--- config.mk ---
export PLATFORM = sky130hd
export DESIGN_NAME = uart_alu_frame_ctrl
export DESIGN_NICKNAME = d
export VERILOG_FILES = /design/src/rtl/uart_alu_frame_ctrl.sv
export SDC_FILE = /design/constraint.sdc
export NUM_CORES = 1
export LEC_CHECK = 0
export ABC_AREA = 0
export CAP_MARGIN = 0
export CORE_UTILIZATION = 35
export CTS_CLUSTER_DIAMETER = 30
export CTS_CLUSTER_SIZE = 10
export DETAILED_ROUTE_END_ITERATION = 16
export SLEW_MARGIN = 5
export SYNTH_ARGS = -nofsm -noshare
export SYNTH_HDL_FRONTEND = slang
export SYNTH_SLANG_ARGS = --single-unit
--- constraint.sdc ---
create_clock -name i_clk -period 7.7 [get_ports i_clk]
set_clock_uncertainty 0.15 [all_clocks]
set_input_delay 0.77 -clock i_clk [delete_from_list [all_inputs] [get_ports i_clk]]
set_output_delay 0.77 -clock i_clk [all_outputs]
set_load 0.02 [all_outputs]
--- src/rtl/uart_alu_frame_ctrl.sv ---
// uart_alu_frame_ctrl
// Collects an operand/opcode frame from a UART RX FIFO (operand A bytes,
// operand B bytes, then one opcode byte, each operand LSB byte first),
// presents the operands and opcode to an ALU, captures the ALU result after
// ALU_LATENCY cycles and streams it back LSB byte first into a UART TX FIFO.
// A frame that stalls part-way for TIMEOUT_CYCLES idle cycles is discarded.
//
// Ports:
//   i_clk, i_reset       clock, asynchronous active-high reset
//   i_rx_empty, i_r_data RX FIFO status and head word
//   i_tx_full            TX FIFO full (back-pressure)
//   i_result_data        ALU result
//   o_rd_uart            RX pop strobe (combinational)
//   o_wr_uart, o_w_data  TX push strobe (combinational) and TX word
//   o_op_a, o_op_b       operands, held until the next opcode pop
//   o_op_code            opcode (low OPCODE_SZ bits of the opcode byte)
//   o_busy               frame in progress
//   o_frame_done         one-cycle pulse after the last result byte push
//   o_frame_err          one-cycle pulse on inactivity abort
module uart_alu_frame_ctrl #(
  parameter int DATA_WIDTH     = 8,
  parameter int OP_BYTES       = 2,
  parameter int RES_BYTES      = 2,
  parameter int OPCODE_SZ      = 6,
  parameter int ALU_LATENCY    = 1,
  parameter int TIMEOUT_CYCLES = 100000
) (
  input  logic                            i_clk,
  input  logic                            i_reset,
  input  logic                            i_rx_empty,
  input  logic [DATA_WIDTH-1:0]           i_r_data,
  input  logic                            i_tx_full,
  input  logic [DATA_WIDTH*RES_BYTES-1:0] i_result_data,
  output logic                            o_rd_uart,
  output logic                            o_wr_uart,
  output logic [DATA_WIDTH-1:0]           o_w_data,
  output logic [DATA_WIDTH*OP_BYTES-1:0]  o_op_a,
  output logic [DATA_WIDTH*OP_BYTES-1:0]  o_op_b,
  output logic [OPCODE_SZ-1:0]            o_op_code,
  output logic                            o_busy,
  output logic                            o_frame_done,
  output logic                            o_frame_err
);

  localparam int OP_SZ     = DATA_WIDTH * OP_BYTES;
  localparam int RES_SZ    = DATA_WIDTH * RES_BYTES;
  localparam int MAX_BYTES = (OP_BYTES > RES_BYTES) ? OP_BYTES : RES_BYTES;
  localparam int IDX_W     = $clog2(MAX_BYTES + 1);
  localparam int LAT_W     = (ALU_LATENCY > 1) ? $clog2(ALU_LATENCY) : 1;
  localparam int TMO_W     = (TIMEOUT_CYCLES > 1) ? $clog2(TIMEOUT_CYCLES) : 1;

  localparam logic [IDX_W-1:0] OP_LAST  = IDX_W'(OP_BYTES - 1);
  localparam logic [IDX_W-1:0] RES_LAST = IDX_W'(RES_BYTES - 1);
  localparam logic [LAT_W-1:0] LAT_LAST = LAT_W'(ALU_LATENCY - 1);
  localparam logic [TMO_W-1:0] TMO_LAST =
    TMO_W'((TIMEOUT_CYCLES > 0) ? (TIMEOUT_CYCLES - 1) : 0);
  localparam bit TMO_EN = (TIMEOUT_CYCLES > 0);

  typedef enum logic [2:0] {
    ST_RX_A  = 3'd0,
    ST_RX_B  = 3'd1,
    ST_RX_OP = 3'd2,
    ST_EXEC  = 3'd3,
    ST_TX    = 3'd4
  } state_t;

  state_t               state_r, state_nxt_s;
  logic [IDX_W-1:0]     idx_r, idx_nxt_s;
  logic [OP_SZ-1:0]     shadow_a_r, shadow_a_nxt_s;
  logic [OP_SZ-1:0]     shadow_b_r, shadow_b_nxt_s;
  logic [OP_SZ-1:0]     op_a_r, op_a_nxt_s;
  logic [OP_SZ-1:0]     op_b_r, op_b_nxt_s;
  logic [OPCODE_SZ-1:0] op_code_r, op_code_nxt_s;
  logic [LAT_W-1:0]     lat_cnt_r, lat_cnt_nxt_s;
  logic [RES_SZ-1:0]    shift_r, shift_nxt_s;
  logic [TMO_W-1:0]     tmo_cnt_r, tmo_cnt_nxt_s;
  logic                 busy_r, busy_nxt_s;
  logic                 frame_done_r, frame_done_nxt_s;
  logic                 frame_err_r, frame_err_nxt_s;

  logic rx_phase_s;
  logic pop_s;
  logic push_s;
  logic partial_s;
  logic tmo_hit_s;

  // Upper bits of the opcode byte are deliberately discarded.
  generate
    if (OPCODE_SZ < DATA_WIDTH) begin : g_opcode_pad
      logic unused_rdata_s;
      assign unused_rdata_s = ^i_r_data[DATA_WIDTH-1:OPCODE_SZ];
    end
  endgenerate

  assign rx_phase_s = (state_r == ST_RX_A) || (state_r == ST_RX_B) ||
                      (state_r == ST_RX_OP);
  // Popping is suppressed during reset so the FIFO loses nothing.
  assign pop_s      = rx_phase_s && !i_rx_empty && !i_reset;
  assign push_s     = (state_r == ST_TX) && !i_tx_full;
  // Partial frame: at least one byte consumed but the opcode not yet popped.
  assign partial_s  = ((state_r == ST_RX_A) && (idx_r != {IDX_W{1'b0}})) ||
                      (state_r == ST_RX_B) || (state_r == ST_RX_OP);
  // Abort in the cycle the idle count reaches its limit unless a word arrives.
  assign tmo_hit_s  = TMO_EN && partial_s && !pop_s && (tmo_cnt_r == TMO_LAST);

  assign o_rd_uart    = pop_s;
  assign o_wr_uart    = push_s;
  assign o_w_data     = shift_r[DATA_WIDTH-1:0];
  assign o_op_a       = op_a_r;
  assign o_op_b       = op_b_r;
  assign o_op_code    = op_code_r;
  assign o_busy       = busy_r;
  assign o_frame_done = frame_done_r;
  assign o_frame_err  = frame_err_r;

  // Next-state and next-register computation for the frame controller.
  always_comb begin
    state_nxt_s      = state_r;
    idx_nxt_s        = idx_r;
    shadow_a_nxt_s   = shadow_a_r;
    shadow_b_nxt_s   = shadow_b_r;
    op_a_nxt_s       = op_a_r;
    op_b_nxt_s       = op_b_r;
    op_code_nxt_s    = op_code_r;
    lat_cnt_nxt_s    = lat_cnt_r;
    shift_nxt_s      = shift_r;
    tmo_cnt_nxt_s    = tmo_cnt_r;
    frame_done_nxt_s = 1'b0;
    frame_err_nxt_s  = 1'b0;
    busy_nxt_s       = 1'b0;

    case (state_r)
      ST_RX_A: begin
        if (pop_s) begin
          for (int i = 0; i < OP_BYTES; i++) begin
            if (idx_r == IDX_W'(i)) begin
              shadow_a_nxt_s[i*DATA_WIDTH +: DATA_WIDTH] = i_r_data;
            end else begin
              shadow_a_nxt_s[i*DATA_WIDTH +: DATA_WIDTH] =
                shadow_a_r[i*DATA_WIDTH +: DATA_WIDTH];
            end
          end
          if (idx_r == OP_LAST) begin
            state_nxt_s = ST_RX_B;
            idx_nxt_s   = {IDX_W{1'b0}};
          end else begin
            idx_nxt_s = idx_r + IDX_W'(1);
          end
        end else begin
          state_nxt_s = ST_RX_A;
        end
      end
      ST_RX_B: begin
        if (pop_s) begin
          for (int i = 0; i < OP_BYTES; i++) begin
            if (idx_r == IDX_W'(i)) begin
              shadow_b_nxt_s[i*DATA_WIDTH +: DATA_WIDTH] = i_r_data;
            end else begin
              shadow_b_nxt_s[i*DATA_WIDTH +: DATA_WIDTH] =
                shadow_b_r[i*DATA_WIDTH +: DATA_WIDTH];
            end
          end
          if (idx_r == OP_LAST) begin
            state_nxt_s = ST_RX_OP;
            idx_nxt_s   = {IDX_W{1'b0}};
          end else begin
            idx_nxt_s = idx_r + IDX_W'(1);
          end
        end else begin
          state_nxt_s = ST_RX_B;
        end
      end
      ST_RX_OP: begin
        // Operands and opcode are published together on the opcode pop.
        if (pop_s) begin
          op_a_nxt_s    = shadow_a_r;
          op_b_nxt_s    = shadow_b_r;
          op_code_nxt_s = i_r_data[OPCODE_SZ-1:0];
          lat_cnt_nxt_s = {LAT_W{1'b0}};
          state_nxt_s   = ST_EXEC;
        end else begin
          state_nxt_s = ST_RX_OP;
        end
      end
      ST_EXEC: begin
        if (lat_cnt_r == LAT_LAST) begin
          shift_nxt_s   = i_result_data;
          lat_cnt_nxt_s = {LAT_W{1'b0}};
          idx_nxt_s     = {IDX_W{1'b0}};
          state_nxt_s   = ST_TX;
        end else begin
          lat_cnt_nxt_s = lat_cnt_r + LAT_W'(1);
        end
      end
      ST_TX: begin
        // A full TX FIFO simply stalls; the shift register keeps its word.
        if (push_s) begin
          shift_nxt_s = shift_r >> DATA_WIDTH;
          if (idx_r == RES_LAST) begin
            idx_nxt_s        = {IDX_W{1'b0}};
            frame_done_nxt_s = 1'b1;
            state_nxt_s      = ST_RX_A;
          end else begin
            idx_nxt_s = idx_r + IDX_W'(1);
          end
        end else begin
          state_nxt_s = ST_TX;
        end
      end
      default: begin
        state_nxt_s = ST_RX_A;
        idx_nxt_s   = {IDX_W{1'b0}};
      end
    endcase

    // Idle counter runs only while a partial frame waits on an empty FIFO.
    if (pop_s) begin
      tmo_cnt_nxt_s = {TMO_W{1'b0}};
    end else if (partial_s && i_rx_empty) begin
      tmo_cnt_nxt_s = tmo_cnt_r + TMO_W'(1);
    end else begin
      tmo_cnt_nxt_s = {TMO_W{1'b0}};
    end

    // Abort discards the partial operands; published outputs are kept.
    if (tmo_hit_s) begin
      state_nxt_s     = ST_RX_A;
      idx_nxt_s       = {IDX_W{1'b0}};
      shadow_a_nxt_s  = {OP_SZ{1'b0}};
      shadow_b_nxt_s  = {OP_SZ{1'b0}};
      tmo_cnt_nxt_s   = {TMO_W{1'b0}};
      frame_err_nxt_s = 1'b1;
    end else begin
      frame_err_nxt_s = 1'b0;
    end

    busy_nxt_s = (state_nxt_s != ST_RX_A) || (idx_nxt_s != {IDX_W{1'b0}});
  end

  // State and datapath registers with asynchronous reset.
  always_ff @(posedge i_clk or posedge i_reset) begin
    if (i_reset) begin
      state_r      <= ST_RX_A;
      idx_r        <= {IDX_W{1'b0}};
      shadow_a_r   <= {OP_SZ{1'b0}};
      shadow_b_r   <= {OP_SZ{1'b0}};
      op_a_r       <= {OP_SZ{1'b0}};
      op_b_r       <= {OP_SZ{1'b0}};
      op_code_r    <= {OPCODE_SZ{1'b0}};
      lat_cnt_r    <= {LAT_W{1'b0}};
      shift_r      <= {RES_SZ{1'b0}};
      tmo_cnt_r    <= {TMO_W{1'b0}};
      busy_r       <= 1'b0;
      frame_done_r <= 1'b0;
      frame_err_r  <= 1'b0;
    end else begin
      state_r      <= state_nxt_s;
      idx_r        <= idx_nxt_s;
      shadow_a_r   <= shadow_a_nxt_s;
      shadow_b_r   <= shadow_b_nxt_s;
      op_a_r       <= op_a_nxt_s;
      op_b_r       <= op_b_nxt_s;
      op_code_r    <= op_code_nxt_s;
      lat_cnt_r    <= lat_cnt_nxt_s;
      shift_r      <= shift_nxt_s;
      tmo_cnt_r    <= tmo_cnt_nxt_s;
      busy_r       <= busy_nxt_s;
      frame_done_r <= frame_done_nxt_s;
      frame_err_r  <= frame_err_nxt_s;
    end
  end

endmodule

==> flow_summary.html <==
<table>
<tr><th>Metric</th><th>Value</th></tr>
<tr><th colspan="2">Run</th></tr>
<tr><td>Max-Cap Viols</td><td>0</td></tr>
<tr><th colspan="2">Floorplanning</th></tr>
<tr><td>Die area</td><td>14200 um^2</td></tr>
<tr><td>Number of primary I/O pins</td><td>79</td></tr>
<tr><td>Effective utilization at floorplan</td><td>36.1%</td></tr>
<tr><td>Horizontal die dimension</td><td>about 120 um</td></tr>
<tr><td>Number of cell rows</td><td>42</td></tr>
<tr><td>Die Height</td><td>119 um</td></tr>
<tr><td>Total core area</td><td>13300 um^2</td></tr>
<tr><th colspan="2">Clock network</th></tr>
<tr><td>CTS Sinks</td><td>111</td></tr>
<tr><td>Number of buffers inserted during clock tree synthesis</td><td>9</td></tr>
<tr><td>Master cell of the clock root buffer</td><td>sky130_fd_sc_hd__clkbuf_16</td></tr>
<tr><td>CTS tree</td><td>yes</td></tr>
<tr><td>Post-CTS Setup Inserts</td><td>0</td></tr>
<tr><td>Post-CTS clock slew at the launch and capture registers of the worst setup and hold paths</td><td>0.07 ns</td></tr>
<tr><td>Clock latency of the later-clocked register in the worst-skew pair</td><td>0.35 ns</td></tr>
<tr><td>Number of levels in the clock H-tree</td><td>3</td></tr>
<tr><td>Maximum root-to-sink buffer count</td><td>2</td></tr>
<tr><td>Hold-fix buffers at CTS</td><td>0</td></tr>
<tr><td>Number of resized instances in the post-cts repair step</td><td>0</td></tr>
<tr><th colspan="2">STA</th></tr>
<tr><td>Slew at the pin with the worst max-slew slack</td><td>roughly 0.96 ns</td></tr>
<tr><td>Peak clock frequency supported by timing</td><td>278 MHz</td></tr>
<tr><td>Unrepaired setup endpoints after global routing</td><td>false</td></tr>
<tr><td>Final number of setup-violating endpoints</td><td>0</td></tr>
<tr><td>Minimum period implied by the final worst setup slack</td><td>between 3 and 4 ns</td></tr>
<tr><td>Total negative slack</td><td>0 ns</td></tr>
<tr><td>Crit share post-route</td><td>46.8%</td></tr>
<tr><td>Max_slew headroom</td><td>35.6%</td></tr>
<tr><td>Final Slew Violations</td><td>0</td></tr>
<tr><td>Count of final hold-check violations</td><td>0</td></tr>
<tr><td>Hold WS</td><td>between 0.3 and 0.4 ns</td></tr>
<tr><th colspan="2">Routing</th></tr>
<tr><td>Routed wire per std cell</td><td>14.9 um</td></tr>
<tr><td>Routed vias/inst</td><td>~4.9</td></tr>
<tr><td>DRC violation count after routing</td><td>0</td></tr>
<tr><td>Total number of vias</td><td>3181</td></tr>
<tr><td>DRT antenna net count</td><td>0</td></tr>
<tr><td>Total Wirelength</td><td>9660 um</td></tr>
<tr><td>Router iterations before antenna repair</td><td>4</td></tr>
<tr><td>Count of routing violations after the opening detailed-route iteration</td><td>201</td></tr>
<tr><th colspan="2">Synthesis</th></tr>
<tr><td>Post-synth net total</td><td>434</td></tr>
<tr><td>Post-synthesis sequential element count</td><td>~110</td></tr>
<tr><td>Count of unique library cells instantiated by Yosys</td><td>44</td></tr>
<tr><td>Average footprint of a synthesized cell</td><td>11.9 um^2</td></tr>
<tr><td>Netlist area before placement</td><td>4800 um^2</td></tr>
<tr><td>Cell count after synthesis</td><td>between 400 and 500</td></tr>
<tr><td>Ys async rst share</td><td>100%</td></tr>
<tr><td>Proportion of synthesized chip area in sequential cells</td><td>between 50 and 60%</td></tr>
<tr><td>Most used flip-flop cell after synthesis</td><td>sky130_fd_sc_hd__dfrtp_1</td></tr>
<tr><td>Number of flops mapped to enable cells by yosys</td><td>0</td></tr>
<tr><td>Yosys warning total</td><td>0</td></tr>
<tr><th colspan="2">Final layout</th></tr>
<tr><td>Count of nets after finishing</td><td>~500</td></tr>
<tr><td>Final core utilization</td><td>~45%</td></tr>
<tr><td>Area occupied by multi-input gates</td><td>around 1900 um^2</td></tr>
<tr><td>Commonest cells after routing, fill and taps aside</td><td>sky130_fd_sc_hd__dfrtp_1 (111), sky130_fd_sc_hd__clkdlybuf4s50_1 (78), sky130_fd_sc_hd__nor2_1 (52)</td></tr>
<tr><td>Seq. cell area</td><td>2780 um^2</td></tr>
<tr><td>Commonest non-fill, non-tap cell in the layout</td><td>sky130_fd_sc_hd__dfrtp_1</td></tr>
<tr><td>Diode count</td><td>0</td></tr>
<tr><td>Area growth from synthesis to final layout</td><td>25.4%</td></tr>
<tr><td>Post-Layout Inst Area</td><td>6020 um^2</td></tr>
<tr><td>Ratio of cells with drive above 1 in the final layout</td><td>between 10 and 15%</td></tr>
<tr><td>Number of inserted filler cells in the final layout</td><td>1249</td></tr>
<tr><th colspan="2">Worst setup path</th></tr>
<tr><td>Launching element type of the critical path</td><td>input port</td></tr>
<tr><td>Setup slack of the worst register-to-register path</td><td>5.04 ns</td></tr>
<tr><td>Arrival time at the worst endpoint</td><td>2.68 ns</td></tr>
<tr><td>Sort of element at the end of the critical path</td><td>primary output</td></tr>
<tr><td>Worst Path Max Fanout</td><td>11</td></tr>
<tr><td>Worst Path Required</td><td>between 6 and 7 ns</td></tr>
<tr><td>Kind of critical path</td><td>in2out</td></tr>
<tr><th colspan="2">Global routing</th></tr>
<tr><td>Pin count of the biggest net entering global routing</td><td>59</td></tr>
<tr><td>Via count of the first global-routing pass</td><td>3136</td></tr>
<tr><td>Global-route wire length before repair</td><td>16000 um</td></tr>
<tr><td>Remaining Overflow, GRT</td><td>0</td></tr>
<tr><td>Number of antenna violations at the first check in global routing</td><td>0</td></tr>
<tr><td>GRT Overall Usage</td><td>14.3%</td></tr>
<tr><th colspan="2">Min path</th></tr>
<tr><td>Type of the tightest min-delay check</td><td>reg2reg</td></tr>
<tr><th colspan="2">Placed design</th></tr>
<tr><td>Cell area after placement</td><td>5670 um^2</td></tr>
<tr><td>Total half-perimeter wirelength after legalization and detailed placement</td><td>roughly 6400 um</td></tr>
<tr><td>Gpl congestion</td><td>between 0.7 and 0.8</td></tr>
<tr><td>PortBufs</td><td>around 80</td></tr>
<tr><th colspan="2">Outcome</th></tr>
<tr><td>Result of the run</td><td>completed</td></tr>
<tr><th colspan="2">Pwr</th></tr>
<tr><td>Power density over the cells</td><td>355 nW/um^2</td></tr>
<tr><td>Leakage power summed over all cells</td><td>2.73 nW</td></tr>
<tr><td>Max VDD drop</td><td>146 uV</td></tr>
</table>
==> flip-flops by register name, indices dropped and copies added, names as in the netlist <==
signal,cells
tmo_cnt_r,17
shift_r,16
state_r,3
o_frame_err,1
o_busy,1
idx_r,2
shadow_a_r,16
o_op_a,16
shadow_b_r,16
o_op_code,6
o_frame_done,1
o_op_b,16
==> report_power, final <==
part / switching [mW] / total (mW) / internal (mW)
combinational: 0.339 / 0.681 / 0.342
clock: 0.208 / 0.537 / 0.329
sequential: 0.132 / 0.919 / 0.787
==> worst max-delay path, stage by stage <==
cell and delay [ns]:
sky130_fd_sc_hd__clkdlybuf4s50_1 0.48, sky130_fd_sc_hd__nor4b_2 0.69, sky130_fd_sc_hd__clkdlybuf4s50_1 0.74
==> layer usage <==
metal | routed length [um] | vias to the layer above | GRT usage (%)
li1 | - | 1524 | -
met1 | 4740 | 1578 | 20.6
met2 | 4400 | 69 | 21.3
met3 | 366 | 10 | 2.30
met4 | 146 | 0 | 5.93
met5 | 0 | - | 0
==> area by class of cell <==
type | instances | area share [%]
flip-flops and latches | 111 | 46.1
multi-input cells | 262 | 30.7
repair buffers | 81 | 13.3
clock buffers | 10 | 3.97
well taps | 176 | 3.66
clock inverters | 6 | 1.91
inverters | 4 | 0.291
==> Yosys cell counts, types with 2 or more instances <==
cell type | n | area (um^2)
sky130_fd_sc_hd__dfrtp_1 | 111 | 2780
sky130_fd_sc_hd__nor2_1 | 52 | 195
sky130_fd_sc_hd__mux2i_1 | 40 | 400
sky130_fd_sc_hd__mux2_2 | 38 | 428
sky130_fd_sc_hd__nand2_1 | 34 | 128
sky130_fd_sc_hd__o21ai_0 | 20 | 100
sky130_fd_sc_hd__xor2_1 | 12 | 105
sky130_fd_sc_hd__buf_4 | 10 | 75.1
sky130_fd_sc_hd__clkbuf_1 | 8 | 30.0
sky130_fd_sc_hd__nand3_1 | 7 | 35.0
sky130_fd_sc_hd__nand4_1 | 5 | 31.3
sky130_fd_sc_hd__and4_1 | 4 | 35.0
sky130_fd_sc_hd__buf_2 | 4 | 20.0
sky130_fd_sc_hd__inv_1 | 4 | 15.0
sky130_fd_sc_hd__nor3_1 | 4 | 20.0
sky130_fd_sc_hd__nor4b_1 | 4 | 35.0
sky130_fd_sc_hd__or3_1 | 4 | 25.0
sky130_fd_sc_hd__a211oi_1 | 3 | 22.5
sky130_fd_sc_hd__a21oi_1 | 3 | 15.0
sky130_fd_sc_hd__buf_1 | 3 | 11.3
sky130_fd_sc_hd__buf_6 | 3 | 33.8
sky130_fd_sc_hd__nor4_1 | 3 | 18.8
sky130_fd_sc_hd__and2_1 | 2 | 12.5
sky130_fd_sc_hd__and3_1 | 2 | 12.5
sky130_fd_sc_hd__nand2b_1 | 2 | 12.5
sky130_fd_sc_hd__nand3_2 | 2 | 20.0
sky130_fd_sc_hd__nand3b_1 | 2 | 15.0
sky130_fd_sc_hd__nor2b_1 | 2 | 12.5
sky130_fd_sc_hd__o31ai_1 | 2 | 15.0
==> cell families (layout without fill, tap and decap cells) <==
group	Yosys count	in the layout	synth area share, %
muxes	78	78	17.2
adders and majority gates	1	1	0.260
DFF	111	111	57.8
AOI/OAI and AO/OA	33	33	4.01
and+or+nand+nor	137	137	14.4
xor gates and xnor gates	13	13	2.37
buffers and inverters	32	101	3.86
==> final timing paths <==
kind,from,end,depth (start not counted)
min,shift_r[6],shift_r[6],2
max,i_tx_full,o_wr_uart,3
min in group asynchronous,i_reset,o_busy,2
max reg2reg,state_r[1],shadow_a_r[9],4
min reg2reg,shift_r[6],shift_r[6],2
max in group asynchronous,i_reset,tmo_cnt_r[9],3
==> per-stage QoR <==
stage                     instances  setup WS, ns  power [mW]
after CTS                       650          4.07        2.17
final                           650          4.10        2.14
after detailed placement        634          4.07        1.62
after global routing            650          3.96        2.27
after global placement          634          4.07        1.60
after floorplan                 405          3.85        1.35
Power figures use the tool's default switching activity.
